`config.mk`:
```
export PLATFORM = sky130hd
export DESIGN_NAME = serial_comma_aligner
export DESIGN_NICKNAME = d
export VERILOG_FILES = /design/src/rtl/serial_comma_aligner.sv
export SDC_FILE = /design/constraint.sdc
export NUM_CORES = 1
export LEC_CHECK = 0
export CAP_MARGIN = 40
export CORE_ASPECT_RATIO = 1.4
export CORE_MARGIN = 2
export CORE_UTILIZATION = 35
export CTS_CLUSTER_SIZE = 20
export DETAILED_ROUTE_END_ITERATION = 10
export HOLD_SLACK_MARGIN = 0.03
export PLACE_DENSITY = 0.67
export SLEW_MARGIN = 15
export SYNTH_ARGS = -nofsm -noshare
export SYNTH_HDL_FRONTEND = slang
export SYNTH_SLANG_ARGS = --single-unit
```
`constraint.sdc`:
```
create_clock -name CLOCK -period 2 [get_ports CLOCK]
set_input_delay 0.4 -clock CLOCK [delete_from_list [all_inputs] [get_ports CLOCK]]
set_output_delay 0.4 -clock CLOCK [all_outputs]
set_load 0.05 [all_outputs]
```
`src/rtl/serial_comma_aligner.sv`:
```
// serial_comma_aligner
//   Receive-side deserializer for the 10-bit PHY link. Shifts in one serial
//   bit per clock, hunts for the K28.5 comma (either running disparity),
//   aligns the 10-bit symbol boundary to it, acquires lock after
//   LOCK_COMMAS aligned commas and then presents aligned symbols.
//
// Ports
//   CLOCK      in   1   bit clock, one serial bit per rising edge
//   RESET_L    in   1   asynchronous reset, active low
//   IS         in   1   serial data in (first bit of a symbol lands in OP[0])
//   OP         out  10  aligned symbol, held between VALID pulses
//   VALID      out  1   one-cycle strobe: OP carries a new aligned symbol
//   COMMA      out  1   one-cycle strobe alongside VALID when OP is a K28.5
//   LOCK       out  1   high while the FSM is LOCKED
//   ALIGN_ERR  out  1   one-cycle strobe: comma seen off-boundary while LOCKED
//   fsm_state  out  2   current FSM state (0 HUNT, 1 CHECK, 2 LOCKED)
//
// Handshake: VALID is a push-only strobe with no ready/back-pressure; the
// consumer must take OP in the cycle VALID is high. COMMA is only ever high
// together with VALID. A new VALID can occur at most once every 10 cycles.

module serial_comma_aligner #(
    parameter logic [9:0]  COMMA_N     = 10'b0101111100,
    parameter logic [9:0]  COMMA_P     = 10'b1010000011,
    parameter int unsigned LOCK_COMMAS = 3
) (
    input  logic       CLOCK,
    input  logic       RESET_L,
    input  logic       IS,
    output logic [9:0] OP,
    output logic       VALID,
    output logic       COMMA,
    output logic       LOCK,
    output logic       ALIGN_ERR,
    output logic [1:0] fsm_state
);

    typedef enum logic [1:0] {
        HUNT   = 2'd0,
        CHECK  = 2'd1,
        LOCKED = 2'd2
    } state_t;

    localparam logic [2:0] LOCK_N = 3'(LOCK_COMMAS);

    state_t     state_q, state_d;
    logic [9:0] sr_q;
    logic [3:0] phase_q, phase_d;
    logic [2:0] cnt_q, cnt_d, cnt_inc;
    logic [9:0] op_d;
    logic       valid_d, comma_d, err_d;
    logic       cm, bnd;

    // SR holds the last ten bits with the oldest at bit 0, so a complete
    // symbol sits in SR exactly when PHASE reaches 9.
    assign cm      = (sr_q == COMMA_N) || (sr_q == COMMA_P);
    assign bnd     = (phase_q == 4'd9);
    assign cnt_inc = (cnt_q == 3'd7) ? 3'd7 : cnt_q + 3'd1;

    assign LOCK      = (state_q == LOCKED);
    assign fsm_state = state_q;

    always_comb begin
        state_d = state_q;
        phase_d = bnd ? 4'd0 : phase_q + 4'd1;
        cnt_d   = cnt_q;
        op_d    = OP;
        valid_d = 1'b0;
        comma_d = 1'b0;
        err_d   = 1'b0;
        case (state_q)
            HUNT: begin
                if (cm) begin
                    // The comma just completed; the next bit starts a symbol.
                    phase_d = 4'd0;
                    cnt_d   = 3'd1;
                    state_d = (LOCK_N <= 3'd1) ? LOCKED : CHECK;
                end
            end
            CHECK: begin
                if (bnd && cm) begin
                    cnt_d = cnt_inc;
                    // >= so a re-entry from LOCKED with LOCK_COMMAS=1 still exits.
                    if (cnt_inc >= LOCK_N) begin
                        state_d = LOCKED;
                    end
                end else if (!bnd && cm) begin
                    // Comma at a new offset: restart counting on its alignment.
                    phase_d = 4'd0;
                    cnt_d   = 3'd1;
                end
            end
            LOCKED: begin
                if (bnd) begin
                    op_d    = sr_q;
                    valid_d = 1'b1;
                    comma_d = cm;
                end else if (cm) begin
                    err_d   = 1'b1;
                    phase_d = 4'd0;
                    cnt_d   = 3'd1;
                    state_d = CHECK;
                end
            end
            default: begin
                state_d = HUNT;
            end
        endcase
    end

    always_ff @(posedge CLOCK or negedge RESET_L) begin
        if (!RESET_L) begin
            state_q   <= HUNT;
            sr_q      <= 10'd0;
            phase_q   <= 4'd0;
            cnt_q     <= 3'd0;
            OP        <= 10'd0;
            VALID     <= 1'b0;
            COMMA     <= 1'b0;
            ALIGN_ERR <= 1'b0;
        end else begin
            state_q   <= state_d;
            sr_q      <= {IS, sr_q[9:1]};
            phase_q   <= phase_d;
            cnt_q     <= cnt_d;
            OP        <= op_d;
            VALID     <= valid_d;
            COMMA     <= comma_d;
            ALIGN_ERR <= err_d;
        end
    end

endmodule
```
# Yosys cells after proc, flatten, opt, wreduce, memory -nomap -nowiden
# Index checks and enable logic that the tools add are counted.
[op_classes] addsub=2 n_lt_le_gt_ge=1 eq_ne=10 muxes=24 n_reduce_logical=9
[op_table] cell="4-bit two-way mux" count=5
[op_table] cell="3-bit two-way mux" count=5
[op_table] cell="4-bit case mux with 3 select lines" count=1
[op_table] cell="10-bit equality test (second input constant)" count=1
[op_table] cell="10-bit by 9-bit equality test with 1-bit output (second input constant)" count=1
[op_table] cell="3-bit case mux with 3 select lines" count=1
[op_table] cell="2-bit two-way mux" count=4
[op_table] cell="1-bit two-way mux" count=7
[op_table] cell="2-bit inequality test (second input constant)" count=3
[op_table] cell="2-bit case mux with 3 select lines" count=1
[op_table] cell="3-bit AND reduction" count=2
[op_table] cell="4-bit by 1-bit adder with 4-bit output (second input constant)" count=1
[op_table] cell="4-bit equality test (second input constant)" count=1
[op_table] cell="3-bit by 1-bit adder with 3-bit output (second input constant)" count=1
[op_table] cell="3-bit equality test (second input constant)" count=1
[op_table] cell="3-bit by 2-bit greater-or-equal comparator with 1-bit output (second input constant)" count=1
[op_table] cell="3-bit inequality test (second input constant)" count=1
[op_table] cell="3-bit nonzero test" count=1
[op_table] cell="2-bit by 1-bit equality test with 1-bit output (second input constant)" count=1
[op_table] cell="2-bit equality test (second input constant)" count=1
[op_table] cell="1-bit logical AND" count=2
[op_table] cell="2-bit logical NOT" count=1
[op_table] cell="2-bit AND reduction" count=1
[op_table] cell="1-bit logical NOT" count=1
[op_table] cell="1-bit logical OR" count=1
[word_totals] register_bits=32 inputBits=3 output_inout_bits=16 elab_cells=54

# Longest topological paths before layout
# Gate-level depths: netlist (run 1).
[depth] ltp_word=6 ltp_mapped=7 depth_no_buf=6

# Least setup slack after synthesis (run 1)
# No wires, ideal clock.
[synth_path] path_kind="register -> register" from="reg state_q[0] (netlist: fsm_state[0])" to="reg OP[1]" setup_time_ns=0.125 arrival_time_ns=1.890 required_ns=1.875 path_slack_ns=-0.015 path_stages_with_launch=6 n_path_buf=1 period_less_slack_ns=2.015 path_cell_list="dfrtp_1 > nand2b_1 > inv_1 > and2_4 > buf_6 > mux2_2"
[synth_between] elab_chain_cells=2
[synth_lines] item="from (decl)" line="46" rtl="state_t state_q, state_d;"
[synth_lines] item="from (signal assigned)" line="122" rtl="state_q <= state_d;"
[synth_lines] item="2-bit equality test"
[synth_lines] item="named net LOCK" line="33" rtl="output logic LOCK,"
[synth_lines] item="2-bit AND reduction (no source line)"
[synth_lines] item="to (signal assigned)" line="126" rtl="OP <= op_d;"
[synth_lines] item="to (decl)" line="30" rtl="output logic [9:0] OP,"
# The timed path passes the listed nets, and every way through them passes these cells.
# A chain may end at the register's enable or synchronous reset.

# Final worst setup path (run 1)
[layout_path] from="reg OP[8]" to="out OP[8]"
# No word-level cell between the ends.

==> results list, run 1 <==
* Number of vias per cell after detailed routing: 4.915
* Number of cell rows: 25
- Number of flip-flops and latches in the synthesized netlist: 32
- Setup repair after global routing left no endpoint under its margin.
- The core region is 3410 µm².
- Synth Warn #: 0
* Postcts setup bufs: 0
- GPL Wtd Cong: 0.7360
- Worst Setup Path Type: flop to output port
- Final TNS setup: 0 ns
- The first global-routing pass estimated 3229 µm of wire.
- The share of total power dissipated in the clock network is 0.419.
- Across every metal layer, demand over resource in global routing totals 0.1138.
* Number of CTS-inserted buffers: 5
* Total overflow reported by the global router: 0
- Hold repair after CTS inserted 0 buffers.
- Hold Path Cell Cnt: 0
- Total inserted antenna cells: 0
- Overall die width: 54.89 µm
* Multi-input gate area in the final layout: 432.9 µm²
- The die covers 4130 µm².
* Post-synthesis instance area: 1269 µm²
- Cell Count Post-Placement: 145
- Count of antenna-violating nets left after detailed routing: 0
- Antenna violations before repair: 0
- The H-tree was split into 2 levels.
- Wirelength, routed: 1923 µm
- After filler insertion, the fill cell instance count of the layout stands at 302.
- Switching part of the total power: 0.2219
- Setup Viol. Count Final: 0
* Largest incremental delay on the critical path: 0.80 ns
- Vias in the first global route: 771
- On the critical path the largest part of the delay comes from buffers and inverters.
- The worst register-to-register path has a setup slack of 0.27 ns.
- During placement, the flow inserted port buffers numbering 18.
- Together, buffers and inverters on the worst path number 1.
- For this configuration, the core starts out at a cell density of 0.3721.
- Mean cell area of the mapped netlist: 14.42 µm²
- Measured in cells, the most critical reg-to-reg path has a length of 5.
* Crit-path cells: clkdlybuf4s50_1
* Number of primary I/O pins: 19
- The total count of hold-check failures in the final report is 0.
* Worst hold-check path type: flop to flop
- Of the available clock period, the critical path in the final layout requires 0.9101.
* Data arrival, critical path: 1.42 ns
* Power consumption: 0.001566 W
- Achievable clock frequency: 549.4 MHz
- Synthesized instance count: 88
- Stages on worst setup path: 1
- CTS root buf: clkbuf_8
- DR vias: 752
- Count of TritonRoute iterations in the first routing pass: 4
* Reg-to-reg endpoint: OP[2]
- DRC viols: 0
- The share of total power dissipated in combinational logic is 0.107.
* Detailed-route wire length per cell: 12.57 µm
- STA classifies the critical path endpoint as an output port.
- In the synthesized netlist the dominant register cell turns out to be dfrtp_1.
* HPWL reported at the end of detailed placement: 1416 µm
- Static leakage: 0.7440 nW
- After clock tree synthesis, the clock-pin slew on the worst setup and hold paths is 0.06 ns.
* Non-filler cells, final: 153
- Dividing total power by cell area gives a power density of 963.2 nW/µm².
- For this run, the post-layout net count is 118.
- In this run the power spent charging and discharging nets is 0.0003474 W.
- The area growth from synthesis to layout is 28.11%.
- Slowest cell on the critical path: clkdlybuf4s50_1
- Share of post-route cells with drive strength above 1: 0.2655
* Post-synth ARST share: 1.000
* Vertical die dimension: 75.24 µm
- Status: finished, final reports clean
- Layout Skew: 0.001198 ns
- Worst-Skew Late Latency: 0.27 ns
- CTS tree: built
- IR Drop Worst-Case VDD: 553.7 µV
- The final number of max-transition violations was 0.
* Number of violations of the max-capacitance limit: 0
- CP Data Required Time: 1.60 ns
- Counting I/O delays and the setup requirement, the final critical path takes 1.820 ns.
- Cell-internal power: 0.001218 W
- Number of sinks on the clock net: 32
- Storage cell area: 800.8 µm²
- The worst setup path is launched from a flop.
- Crit path capture: OP[8]
- Worst slew pin tran: 0.4993 ns
- Post-CTS repair changed the size of 0 cells.
* Worst max-slew margin expressed relative to the limit: 0.6661
* Pin count of the biggest net entering global routing: 33
- Counting every net in the synthesized netlist gives 94.
- The critical path starts at OP[8].
* Startpoint of the most critical register-to-register path: phase_q[1]
* EDFF count, synth: 0
- Share of the yosys chip area belonging to registers: 0.6312
- Count of different cell masters after synthesis: 31
- Of all nets on the critical path, the largest fanout is 2.
- Max Buffers Root-to-Sink: 2
* Sequential fraction of design power: 0.474
- Starting DRC count in detailed routing: 11
==> synthesized netlist by cell type, types with 2 or more instances <==
cell / number / area share
dfrtp_1: 32 / 0.63
mux2_2: 10 / 0.089
inv_1: 5 / 0.015
nor3_1: 5 / 0.020
a21oi_1: 3 / 0.012
ha_1: 3 / 0.030
o22ai_1: 3 / 0.015
and2_4: 2 / 0.014
and4bb_2: 2 / 0.020
o21ai_0: 2 / 0.0079
==> stage by stage <==
stage / hold slack [ns] / util / instance area (µm²) / worst slack [ns]
finish: 0.4098 / 0.4767 / 1625 / 0.1798
global route: 0.4227 / 0.4767 / 1625 / 0.1135
CTS: 0.4121 / 0.4767 / 1625 / 0.1565
detailed placement: 0.3980 / 0.4396 / 1499 / 0.2594
global placement: 0.3883 / 0.4396 / 1499 / 0.3385
floorplan: 0.1044 / - / 1272 / 0.05139
==> cell type report <==
| cell class | count | share of cell area |
|---|---|---|
| inverter | 5 | 0.01386 |
| timing repair buffer | 19 | 0.1186 |
| multi-input combinational | 49 | 0.2664 |
| clock inverter | 1 | 0.01848 |
| sequential | 32 | 0.4927 |
| tap | 40 | 0.03079 |
| clock buffer | 7 | 0.05928 |
==> power groups by stage <==
| stage | Combinational [W] | Clock (W) | Sequential [W] |
|---|---|---|---|
| after floorplan | 0.000126 | 0 | 0.000749 |
| after global placement | 0.000159 | 0 | 0.000750 |
| after detailed placement | 0.000171 | 0 | 0.000755 |
| after CTS | 0.000172 | 0.000677 | 0.000743 |
| after global routing | 0.000192 | 0.000710 | 0.000749 |
| final | 0.000168 | 0.000655 | 0.000742 |
==> layer usage <==
layer  GRT usage  vias up  share of wire
li1            -      365              -
met1      0.1185      365           0.41
met2      0.1852       16           0.51
met3     0.04960        6          0.056
met4     0.06667        0          0.023
met5           0        -              0
==> placed cells by master, fill, tap and decap left out, drive strengths merged, types with 2 or more instances in the layout <==
master	count
inv	4
and4bb	3
clkdlybuf4s50	15
clkbuf	7
ha	3
nor3	5
buf	4
a21oi	3
dfrtp	32
o22ai	3
mux2	10
o21ai	2
and2	2
==> flip-flops by register name (all words and copies together) (netlist names) <==
name / flops
VALID: 1
ALIGN_ERR: 1
sr_q: 10
OP: 10
COMMA: 1
phase_q: 4
fsm_state: 2
cnt_q: 3
==> worst min path at each step <==
| stage | startpoint | to | slack [ns] |
|---|---|---|---|
| 4_1_cts | sr_q[1] | sr_q[0] | 0.41 |
| 2_1_floorplan | RESET_L | ALIGN_ERR | 0.10 |
| 3_5_place_dp | sr_q[1] | sr_q[0] | 0.40 |
| 3_3_place_gp | sr_q[1] | sr_q[0] | 0.39 |
| 5_1_grt | sr_q[1] | sr_q[0] | 0.42 |
| 6_report | sr_q[1] | sr_q[0] | 0.41 |
==> kinds of logic after synthesis <==
family / share of synthesized area
flip-flops: 0.6312
AND/OR/NAND/NOR: 0.1331
AO/OA/AOI/OAI: 0.06805
multiplexers: 0.08876
buffers and inverters: 0.02761
adder cells (fa/ha/maj): 0.03748
XOR/XNOR: 0.01381
Power figures use the tool's default switching activity.
==> inputs of run 2 (changes only) <==
--- a/config.mk
+++ b/config.mk
@@ -13,6 +13,7 @@
 export DETAILED_ROUTE_END_ITERATION = 10
 export HOLD_SLACK_MARGIN = 0.03
 export PLACE_DENSITY = 0.67
+export SETUP_SLACK_MARGIN = 0.1
 export SLEW_MARGIN = 15
 export SYNTH_ARGS = -nofsm -noshare
 export SYNTH_HDL_FRONTEND = slang
==> constraint.sdc (replaced) <==
create_clock -name CLOCK -period 2 [get_ports CLOCK]
set_input_delay 0.3 -clock CLOCK [delete_from_list [all_inputs] [get_ports CLOCK]]
set_output_delay 0.3 -clock CLOCK [all_outputs]
set_load 0.05 [all_outputs]
==> run 2 against run 1 <==
Net effect:
- combinational power increased by 4%
- sequential cell count unchanged
- routed wire length increased by 7.7%
- fmax increased by 1.2%
- utilization decreased by 1.5 points
- total power decreased by 13%
- sequential power about the same
- critical path depth unchanged
- first-iteration DRC count increased by 18%
- register-to-register slack about the same
- hold slack got worse by 0.0045 ns
- largest cell class unchanged
==> results list, run 2 (synthesized netlist as in run 1, its figures left out) <==
- The number of gates resized after cts was 0 (unchanged).
- Total overflow reported by the global router: 0 (unchanged)
- Detailed-route wire length per cell: 13.63 µm (was 12.57 µm)
- Area of the core region: 3410 µm² (unchanged)
- The aggregate routed wire length came to 2071 µm (was 1923 µm).
* RSZ-0062 raised after global routing: no (unchanged)
- Proportion of power drawn by the clock network: 0.327 (was 0.419)
- Startpoint of the most critical register-to-register path: phase_q[1] (unchanged)
- Crit-path cells: clkdlybuf4s50_1 (unchanged)
* Count of antenna-violating nets left after detailed routing: 0 (unchanged)
* Most used cells in the layout excluding fill and tap cells: dfrtp_1, clkdlybuf4s50_1, mux2_2, nor3_1, clkbuf_8 (was dfrtp_1, clkdlybuf4s50_1, mux2_2, clkbuf_8, nor3_1)
- Hold violation count in the final report: 0 (unchanged)
* Vertical die dimension: 75.24 µm (unchanged)
* Power per cell area: 869.1 nW/µm² (was 963.2 nW/µm²)
* Port Buffers: 18 (unchanged)
- Count of TritonRoute iterations in the first routing pass: 4 (unchanged)
- Category of the worst setup path launch point: flop (unchanged)
- Initial core utilization: 0.3721 (unchanged)
* Data arrival, critical path: 1.50 ns (was 1.42 ns)
* Origin of the worst setup path: fsm_state[0] (was OP[8])
- The I/O pin total was 19 (unchanged).
- The cell type of the slowest stage on the worst timing path is clkdlybuf4s50_1 (unchanged).
* DR vias: 757 (was 752)
* Cell-internal power: 0.001017 W (was 0.001218 W)
- The worst clock skew came to 0.002120 ns (was 0.001198 ns).
* Gate power share: 0.127 (was 0.107)
- The net load switching power came to 0.0003503 W (was 0.0003474 W).
* Number of vias per cell after detailed routing: 4.980 (was 4.915)
- The leakage power figure is 0.7312 nW (was 0.7440 nW).
- Vias in the first global route: 822 (was 771)
* IR Drop Worst-Case VDD: 708.7 µV (was 553.7 µV)
- Post-Place Setup Slack: 0.2559 ns (was 0.2594 ns)
- Starting DRC count in detailed routing: 13 (was 11)
- Count of final max-slew check failures: 0 (unchanged)
- The path category of the worst min-delay check was input port to asynchronous set/reset pin (was flop to flop).
- The ratio of cells with drive above 1 in the final layout was 0.2411 (was 0.2655).
* Buffers & Inverters on Critical Path: 1 (unchanged)
* Clock-pin slew on the worst setup and hold paths: 0.06 ns (about the same)
- Number of buffers inserted for hold repair after clock tree synthesis: 0 (unchanged)
- The layout net count was 118 (unchanged).
- The final cell count without fillers is 152 (was 153).
- The cell family contributing the most delay on the critical path is buffers and inverters (unchanged).
- The data required time at the worst endpoint came to 1.70 ns (was 1.60 ns).
* Final hold slack: 0.4053 ns (was 0.4098 ns)
- The max-capacitance violation count was 0 (unchanged).
- Regs by FF count: OP x10, sr_q x10, phase_q x4 (unchanged).
- The clock latency of the later-clocked register in the worst-skew pair is 0.27 ns (about the same).
- The maximum fanout count along the critical path is 7 (was 2).
- Portion of the clock cycle consumed by the worst path in the final layout: 0.8995 (was 0.9101)
- Floorplan die area: 4130 µm² (unchanged)
* Status: finished, final reports clean (unchanged)
- The number of buffers inserted to repair setup after CTS is 0 (unchanged).
* Final TNS setup: 0 ns (unchanged)
- The switching portion of total power was 0.2563 (was 0.2219).
- Number of CTS-inserted buffers: 5 (unchanged)
- The number of antenna violations at the first check in global routing came to 0 (unchanged).
- Largest incremental delay on the critical path: 0.82 ns (was 0.80 ns)
- The final-layout fill cell count was 313 (was 302).
* CTS root buf: clkbuf_8 (unchanged)
- The H-tree depth is 2 (unchanged).
- Total inserted antenna cells: 0 (unchanged)
* Worst slew pin tran: 0.5024 ns (was 0.4993 ns)
* Most frequent standard cell in the layout excluding fill and tap cells: dfrtp_1 (unchanged)
* Worst Setup Path Type: flop to output port (unchanged)
- Max Buffers Root-to-Sink: 2 (unchanged)
- The number of core rows is 25 (unchanged).
- The sequential fraction of design power is 0.545 (was 0.474).
- The first-pass GRT wire length was 3698 µm (was 3229 µm).
* Achievable clock frequency: 555.9 MHz (was 549.4 MHz)
* Critical path endpoint category: output port (unchanged)
- The total half-perimeter wirelength after legalization and detailed placement came to 1448 µm (was 1416 µm).
- Area growth from synthesis to final layout: 23.96% (was 28.11%)
* Post-Route Utilization: 0.4613 (was 0.4767)
* Worst setup margin: 0.2011 ns (was 0.1798 ns)
* Pin count of the biggest net entering global routing: 33 (unchanged)
- The horizontal die dimension was 54.89 µm (unchanged).
- The multi-input combinational cell area was 432.9 µm² (unchanged).
* Final critical delay including setup and external delays: 1.799 ns (was 1.820 ns)
- Storage cell area: 802.0 µm² (was 800.8 µm²)
* Number of sinks on the clock net: 32 (unchanged)
* Setup Viol. Count Final: 0 (unchanged)
* GPL Wtd Cong: 0.7043 (was 0.7360)
- Cell Count Post-Placement: 145 (unchanged)
- Worst max-slew margin expressed relative to the limit: 0.6645 (was 0.6661)
* GRT Util Overall: 0.1314 (was 0.1138)
- CTS tree: built (unchanged)
* DRC viols: 0 (unchanged)
[run 2: cell count changes in the layout (fill, tap and decap cells not counted), sizes merged]
cell	before	now
buf	4	2
clkinv	0	1
dlymetal6s2s	0	1
bufinv	1	0
clkdlybuf4s50	15	16
clkbuf	7	6
[run 2: path summary, 6_finish.rpt]
path	slack (ns)	depth (start not counted)	end
max in group asynchronous	1.28	2	fsm_state[0]
min in group CLOCK	0.41	0	sr_q[7]
hold / removal	0.41	2	OP[6]
hold reg to reg	0.41	0	sr_q[7]
setup / recovery	0.20	1	fsm_state[0]
setup reg to reg	0.27	5	OP[4]
[run 2: metrics by stage]
step / power, W / instance area [µm²]
finish: 0.001367 / 1573
global placement: 0.0009122 / 1493
detailed placement: 0.0009318 / 1493
floorplan: 0.0008750 / 1274
CTS: 0.001389 / 1570
global route: 0.001459 / 1573
[run 2: power by group through the flow]
stage	logic [W]	registers, W	clock network, W
floorplan	0.000126	0.000749	0
global placement	0.000161	0.000751	0
detailed placement	0.000176	0.000756	0
CTS	0.000178	0.000745	0.000467
global route	0.000204	0.000753	0.000502
finish	0.000174	0.000745	0.000448
[run 2: layout make-up]
| class | count | share of cell area |
|---|---|---|
| sequential | 32 | 0.5099 |
| multi-input combinational | 49 | 0.2753 |
| tap | 40 | 0.03182 |
| timing repair buffer | 19 | 0.1193 |
| clock buffer | 6 | 0.04614 |
| inverter | 5 | 0.01432 |
| clock inverter | 1 | 0.003182 |
[run 2: per-layer routing]
metal / vias to the layer above / wire (µm) / global-route usage
met4: 0 / 53 / 0.08889
met2: 18 / 1038 / 0.2011
li1: 363 / - / -
met1: 371 / 878 / 0.1460
met3: 5 / 99 / 0.05357
met5: - / 0 / 0
[run 2: worst register-to-register path: cells and delay by family (launching register included)]
kind | cells | cell delay, ns
buffers and inverters | 1 | 0.07
DFF | 1 | 0.40
muxes | 1 | 0.35
and+or+nand+nor | 2 | 0.65
adders and majority gates | 1 | 0.14
